==> src/rtl/pri_enc_pkg.sv <==
// Shared helpers for the pending-request priority encoder: width math,
// MSB-first search and the wrapping decrement used by the round-robin search.
package pri_enc_pkg;

  localparam int MAX_REQ   = 64;
  localparam int MAX_IDX_W = 6;

  typedef struct packed {
    logic                 found;
    logic [MAX_IDX_W-1:0] idx;
  } find_t;

  function automatic int clog2(input int v);
    int r;
    r = 0;
    for (int i = 0; i < 32; i++) begin
      if ((1 << r) < v) r = r + 1;
    end
    return r;
  endfunction

  function automatic find_t find_msb(input logic [MAX_REQ-1:0] vec);
    find_t res;
    res = '0;
    for (int i = 0; i < MAX_REQ; i++) begin
      if (vec[MAX_IDX_W'(i)]) begin
        res.found = 1'b1;
        res.idx   = MAX_IDX_W'(i);
      end
    end
    return res;
  endfunction

  // (base - off) modulo n, for base in [0,n) and off in [0,n)
  function automatic int wrap_dec(input int base, input int off, input int n);
    int p;
    p = base - off;
    if (p < 0) p = p + n;
    return p;
  endfunction

endpackage

==> src/rtl/pri_enc_pend_find.sv <==
// Combinational descending find-first with wrap: searches vec from start
// downward, wrapping N_REQ-1 -> 0, and returns the first set index.
module pri_enc_find
  import pri_enc_pkg::*;
#(
  parameter int N_REQ = 8,
  parameter int IDX_W = 3
) (
  input  logic [N_REQ-1:0] vec,
  input  logic [IDX_W-1:0] start,
  output logic             found,
  output logic [IDX_W-1:0] idx
);

  logic [MAX_REQ-1:0] rot;
  find_t              res;

  // rot[N_REQ-1] is vec[start], rot[N_REQ-2] is vec[start-1], and so on
  always_comb begin
    rot = '0;
    for (int j = 0; j < N_REQ; j++) begin
      rot[MAX_IDX_W'(j)] = vec[IDX_W'(wrap_dec(int'(start), N_REQ - 1 - j, N_REQ))];
    end
    res   = find_msb(rot);
    found = res.found;
    idx   = IDX_W'(wrap_dec(int'(start), N_REQ - 1 - int'(res.idx), N_REQ));
  end

endmodule

==> src/rtl/pri_enc_pend.sv <==
// Registered priority encoder with sticky pending memory and valid/ready issue.
// Define PRI_ENC_PEND_RR_EN for round-robin search; default is fixed MSB-first.
module pri_enc_pend
  import pri_enc_pkg::*;
#(
  parameter  int N_REQ = 8,
  localparam int IDX_W = clog2(N_REQ),
  localparam int CNT_W = clog2(N_REQ + 1)
) (
  input  logic             clk,
  input  logic             rst_n,
  input  logic             en,
  input  logic [N_REQ-1:0] req,
  output logic             out_valid,
  input  logic             out_ready,
  output logic [IDX_W-1:0] out_idx,
  output logic [N_REQ-1:0] pending,
  output logic [CNT_W-1:0] pend_cnt,
  output logic             dup
);

  logic [N_REQ-1:0] set;
  logic [N_REQ-1:0] issue_mask;
  logic [N_REQ-1:0] pending_nxt;
  logic             slot_free;
  logic             found;
  logic             issue;
  logic [IDX_W-1:0] find_idx;
  logic [IDX_W-1:0] start;

`ifdef PRI_ENC_PEND_RR_EN
  logic [IDX_W-1:0] rr_ptr;

  always_ff @(posedge clk or negedge rst_n) begin
    if (!rst_n)     rr_ptr <= '0;
    else if (issue) rr_ptr <= find_idx;
  end

  // last-served source gets lowest priority; rr_ptr=0 starts at the top
  assign start = (rr_ptr == '0) ? IDX_W'(N_REQ - 1) : rr_ptr - IDX_W'(1);
`else
  assign start = IDX_W'(N_REQ - 1);
`endif

  pri_enc_find #(
    .N_REQ (N_REQ),
    .IDX_W (IDX_W)
  ) u_find (
    .vec   (pending),
    .start (start),
    .found (found),
    .idx   (find_idx)
  );

  // a new capture on the bit being issued wins, so that source is served again
  always_comb begin
    set        = en ? req : '0;
    slot_free  = !out_valid || out_ready;
    issue      = slot_free && found;
    issue_mask = '0;
    if (issue) issue_mask[find_idx] = 1'b1;
    pending_nxt = (pending & ~issue_mask) | set;
  end

  always_ff @(posedge clk or negedge rst_n) begin
    if (!rst_n) begin
      pending   <= '0;
      pend_cnt  <= '0;
      dup       <= 1'b0;
      out_valid <= 1'b0;
      out_idx   <= '0;
    end else begin
      pending  <= pending_nxt;
      pend_cnt <= CNT_W'($countones(pending_nxt));
      dup      <= |(set & pending & ~issue_mask);
      if (slot_free) begin
        out_valid <= found;
        if (found) out_idx <= find_idx;
      end
    end
  end

endmodule
==> config.mk <==
export PLATFORM = sky130hd
export DESIGN_NAME = pri_enc_pend
export DESIGN_NICKNAME = d
export VERILOG_FILES = /design/src/rtl/pri_enc_pkg.sv /design/src/rtl/pri_enc_pend_find.sv /design/src/rtl/pri_enc_pend.sv
export SDC_FILE = /design/constraint.sdc
export NUM_CORES = 1
export LEC_CHECK = 0
export BUFFER_PORTS_ARGS = -buffer_cell sky130_fd_sc_hd__buf_2
export CAP_MARGIN = 20
export CORE_MARGIN = 5
export CORE_UTILIZATION = 43
export DETAILED_ROUTE_END_ITERATION = 10
export PLACE_DENSITY = 0.82
export SLEW_MARGIN = 25
export SYNTH_ARGS = -nofsm -noshare
export SYNTH_HDL_FRONTEND = slang
export SYNTH_SLANG_ARGS = --single-unit
export TNS_END_PERCENT = 30
==> constraint.sdc <==
create_clock -name clk -period 3.4 [get_ports clk]
set_input_delay 0.34 -clock clk [delete_from_list [all_inputs] [get_ports clk]]
set_output_delay 0.34 -clock clk [all_outputs]
set_load 0.01 [all_outputs]
==> results_dict.tcl <==
set metrics [dict create \
    status "finished, final reports clean" \
    synth_top_area_share 0.472 \
    antenna_found_initial 0 \
    routed_via_density 4.85 \
    r2r_start "pending[3]" \
    cp_max_fo 5 \
    place_inst 135 \
    drt_iter0_drc 17 \
    reg2reg_depth 12 \
    wl_um 1900 \
    syn-num-nets 97 \
    synth_top_area_cell "dfrtp_1" \
    final_layout_size_suffix_gt1_frac 0.386 \
    port_buffers 27 \
    area_growth_pct 28.8 \
    drv_cap 0 \
    reg2reg_to "pend_cnt[2]" \
    synth_area_leaders "dfrtp_1, fa_1, inv_1" \
    synthXorXnorAreaFrac 0.0103 \
    cts_buffers 3 \
    clk_latency_ns 0.29 \
    fin_area_mm2 0.00109 \
    core-area_mm2 0.00192 \
    power_uw 556 \
    setup_viol 0 \
    arrival_ns 3.49 \
    grt_pass1_vias 655 \
    grt_max_degree 17 \
    clockBufferDepth 2 \
    path_class "reg2reg" \
    placed_area_mm2 0.00104 \
    diodes 0 \
    synth_mux_area_frac 0 \
    synth-adder-area-share 0.139 \
    rows 16 \
    layout.nets 134 \
    final_common_cell "buf_2" \
    ys_ff_latch 16 \
    period_needed_ns 3.30 \
    drt-wirelength-per-cell_um 13.5 \
    pin_count 29 \
    vias 684 \
    die_y_um 54.4 \
    max_freq_ghz 0.303 \
    drc 0 \
    firstDrtPassIters 4 \
    synth_cell_type_count 27 \
    clkSlewWorstSetupHoldPaths_ns 0.10 \
    synth_compound_area_frac 0.173 \
    die_w_um 54.4 \
    stdcell_count 141 \
    ys.warnings.count 0 \
    drv_slew 0 \
    cts_root_buf "clkbuf_4" \
    dp_hpwl_um 1470 \
    startpoint_type "register" \
    cts_tree "yes" \
    final_core_util 0.568 \
    final_antenna_net_count 0 \
    peakVddDrop_mv 0.243 \
    regArea_um2 400 \
    finalClockSkew_ns 0.00144 \
    start_util 0.441 \
    hold_end "pending[6]" \
    r2r_slack_ns 0.1 \
    final_hold_viol_count 0 \
    multi_input_area_um2 387 \
    grt_pass1_wl_um 3040 \
    nFillCells 166 \
    cts.sinks 16 \
    synthesis.area_um2 848 \
    hold_start "req[6]" \
    grt_overflow 0 \
    hold_depth 2 \
    avgSynthCellArea_um2 10.9 \
    crit_path_end_kind "register" \
    dieArea_mm2 0.00296 \
    synth-simple-area-share 0.127 \
    ys_seq_area_frac 0.472 \
    grt_usage 0.149 \
    power-per-cell-area_mw_per_mm2 509 \
    p_leak_uw 0.000529 \
    synth_top_family_by_area "compound AO/OA/AOI/OAI gates" \
    rsz0062_at_grt "yes" \
    min_path_type "in2reg" \
    netlist_instances 78 \
    layout_common_cells "buf_2, dfrtp_1, inv_1" \
    critPathRequiredTime_ns 3.59 \
    fin_crit_sh 0.972 \
    gp_congestion 0.809 \
    h-tree-depth 1 \
]
[state kept, by name, indices dropped and copies added (netlist names)]
signal,cells
pending,8
pend_cnt,4
out_idx,2
dup,1
out_valid,1
[metal layers]
metal | track usage | vias up | part of all wire | routed length, µm
li1 | - | 332 | - | -
met1 | 0.180 | 329 | 0.41 | 780
met2 | 0.247 | 18 | 0.52 | 985
met3 | 0.0191 | 5 | 0.044 | 83
met4 | 0.0996 | 0 | 0.027 | 51
met5 | 0 | - | 0 | 0
[critical path, cell delays in order, from the launching register on]
cell and delay, ns:
dfrtp_1 0.43, nor3_2 0.22, nand2_1 0.07, a22o_1 0.23, fa_1 0.50, inv_1 0.05, fa_1 0.49, fa_1 0.41
inv_1 0.07, ha_2 0.18, inv_2 0.04, fa_1 0.37, xnor2_1 0.13
[where the power goes]
part | switching [µW] | internal [µW]
logic | 98.0 | 87.5
clock network | 64.3 | 65.3
registers | 16.4 | 224
total | 179 | 377
[area by class of cell]
type | instances | share of cell area
Sequential cell | 16 | 0.367
Multi-Input combinational cell | 48 | 0.354
Timing Repair Buffer | 34 | 0.174
Inverter | 12 | 0.0412
Clock buffer | 4 | 0.0332
Tap cell | 27 | 0.0309
[metrics by stage]
stage | setup slack, ns | setup TNS, ns | hold slack, ns
after floorplan | 0.0772 | 0 | 0.0444
after global placement | 0.0851 | 0 | 0.271
after detailed placement | 0.0263 | 0 | 0.282
after CTS | 0.0146 | 0 | 0.293
after global routing | -0.0965 | -0.174 | 0.294
final | 0.0959 | 0 | 0.300
[how the worst max path moves through the flow]
stage | startpoint | cells after the start | to
after floorplan | pending[1] | 12 | pend_cnt[2]
after global placement | out_ready | 13 | pend_cnt[1]
after detailed placement | pending[3] | 12 | pend_cnt[2]
after CTS | pending[3] | 12 | pend_cnt[2]
after global routing | pending[3] | 12 | pend_cnt[1]
final | pending[3] | 12 | pend_cnt[2]
[Yosys cell counts]
master	instances
a21boi_0	1
a21o_1	3
a21oi_1	4
a22o_1	2
a22oi_2	2
a31oi_1	1
and2b_4	1
buf_4	1
buf_6	1
conb_1	1
dfrtp_1	16
fa_1	4
ha_1	3
inv_1	12
nand2_1	9
nand2b_4	1
nand3_1	1
nand3b_1	2
nor2_1	2
nor2b_1	2
nor3_2	1
o211ai_1	1
o21ai_0	3
o21ai_1	1
o221ai_1	1
o41a_1	1
xnor2_1	1
[repair_timing]
action                                  CTS  global route
hold endpoints to repair                 16             0
hold buffers                              1             0
setup buffers                             0             1
endpoints found under the setup margin    0             2
gates resized for setup                   0             2
[kinds of logic (layout without fill, tap and decap cells)]
family	after synthesis	in the layout
AND/OR/NAND/NOR	19	19
buffers and inverters	14	50
flip-flops	16	16
AO/OA/AOI/OAI	20	20
adder cells (fa/ha/maj)	7	7
XOR/XNOR	1	1
other	1	1
Power figures use the tool's default switching activity.
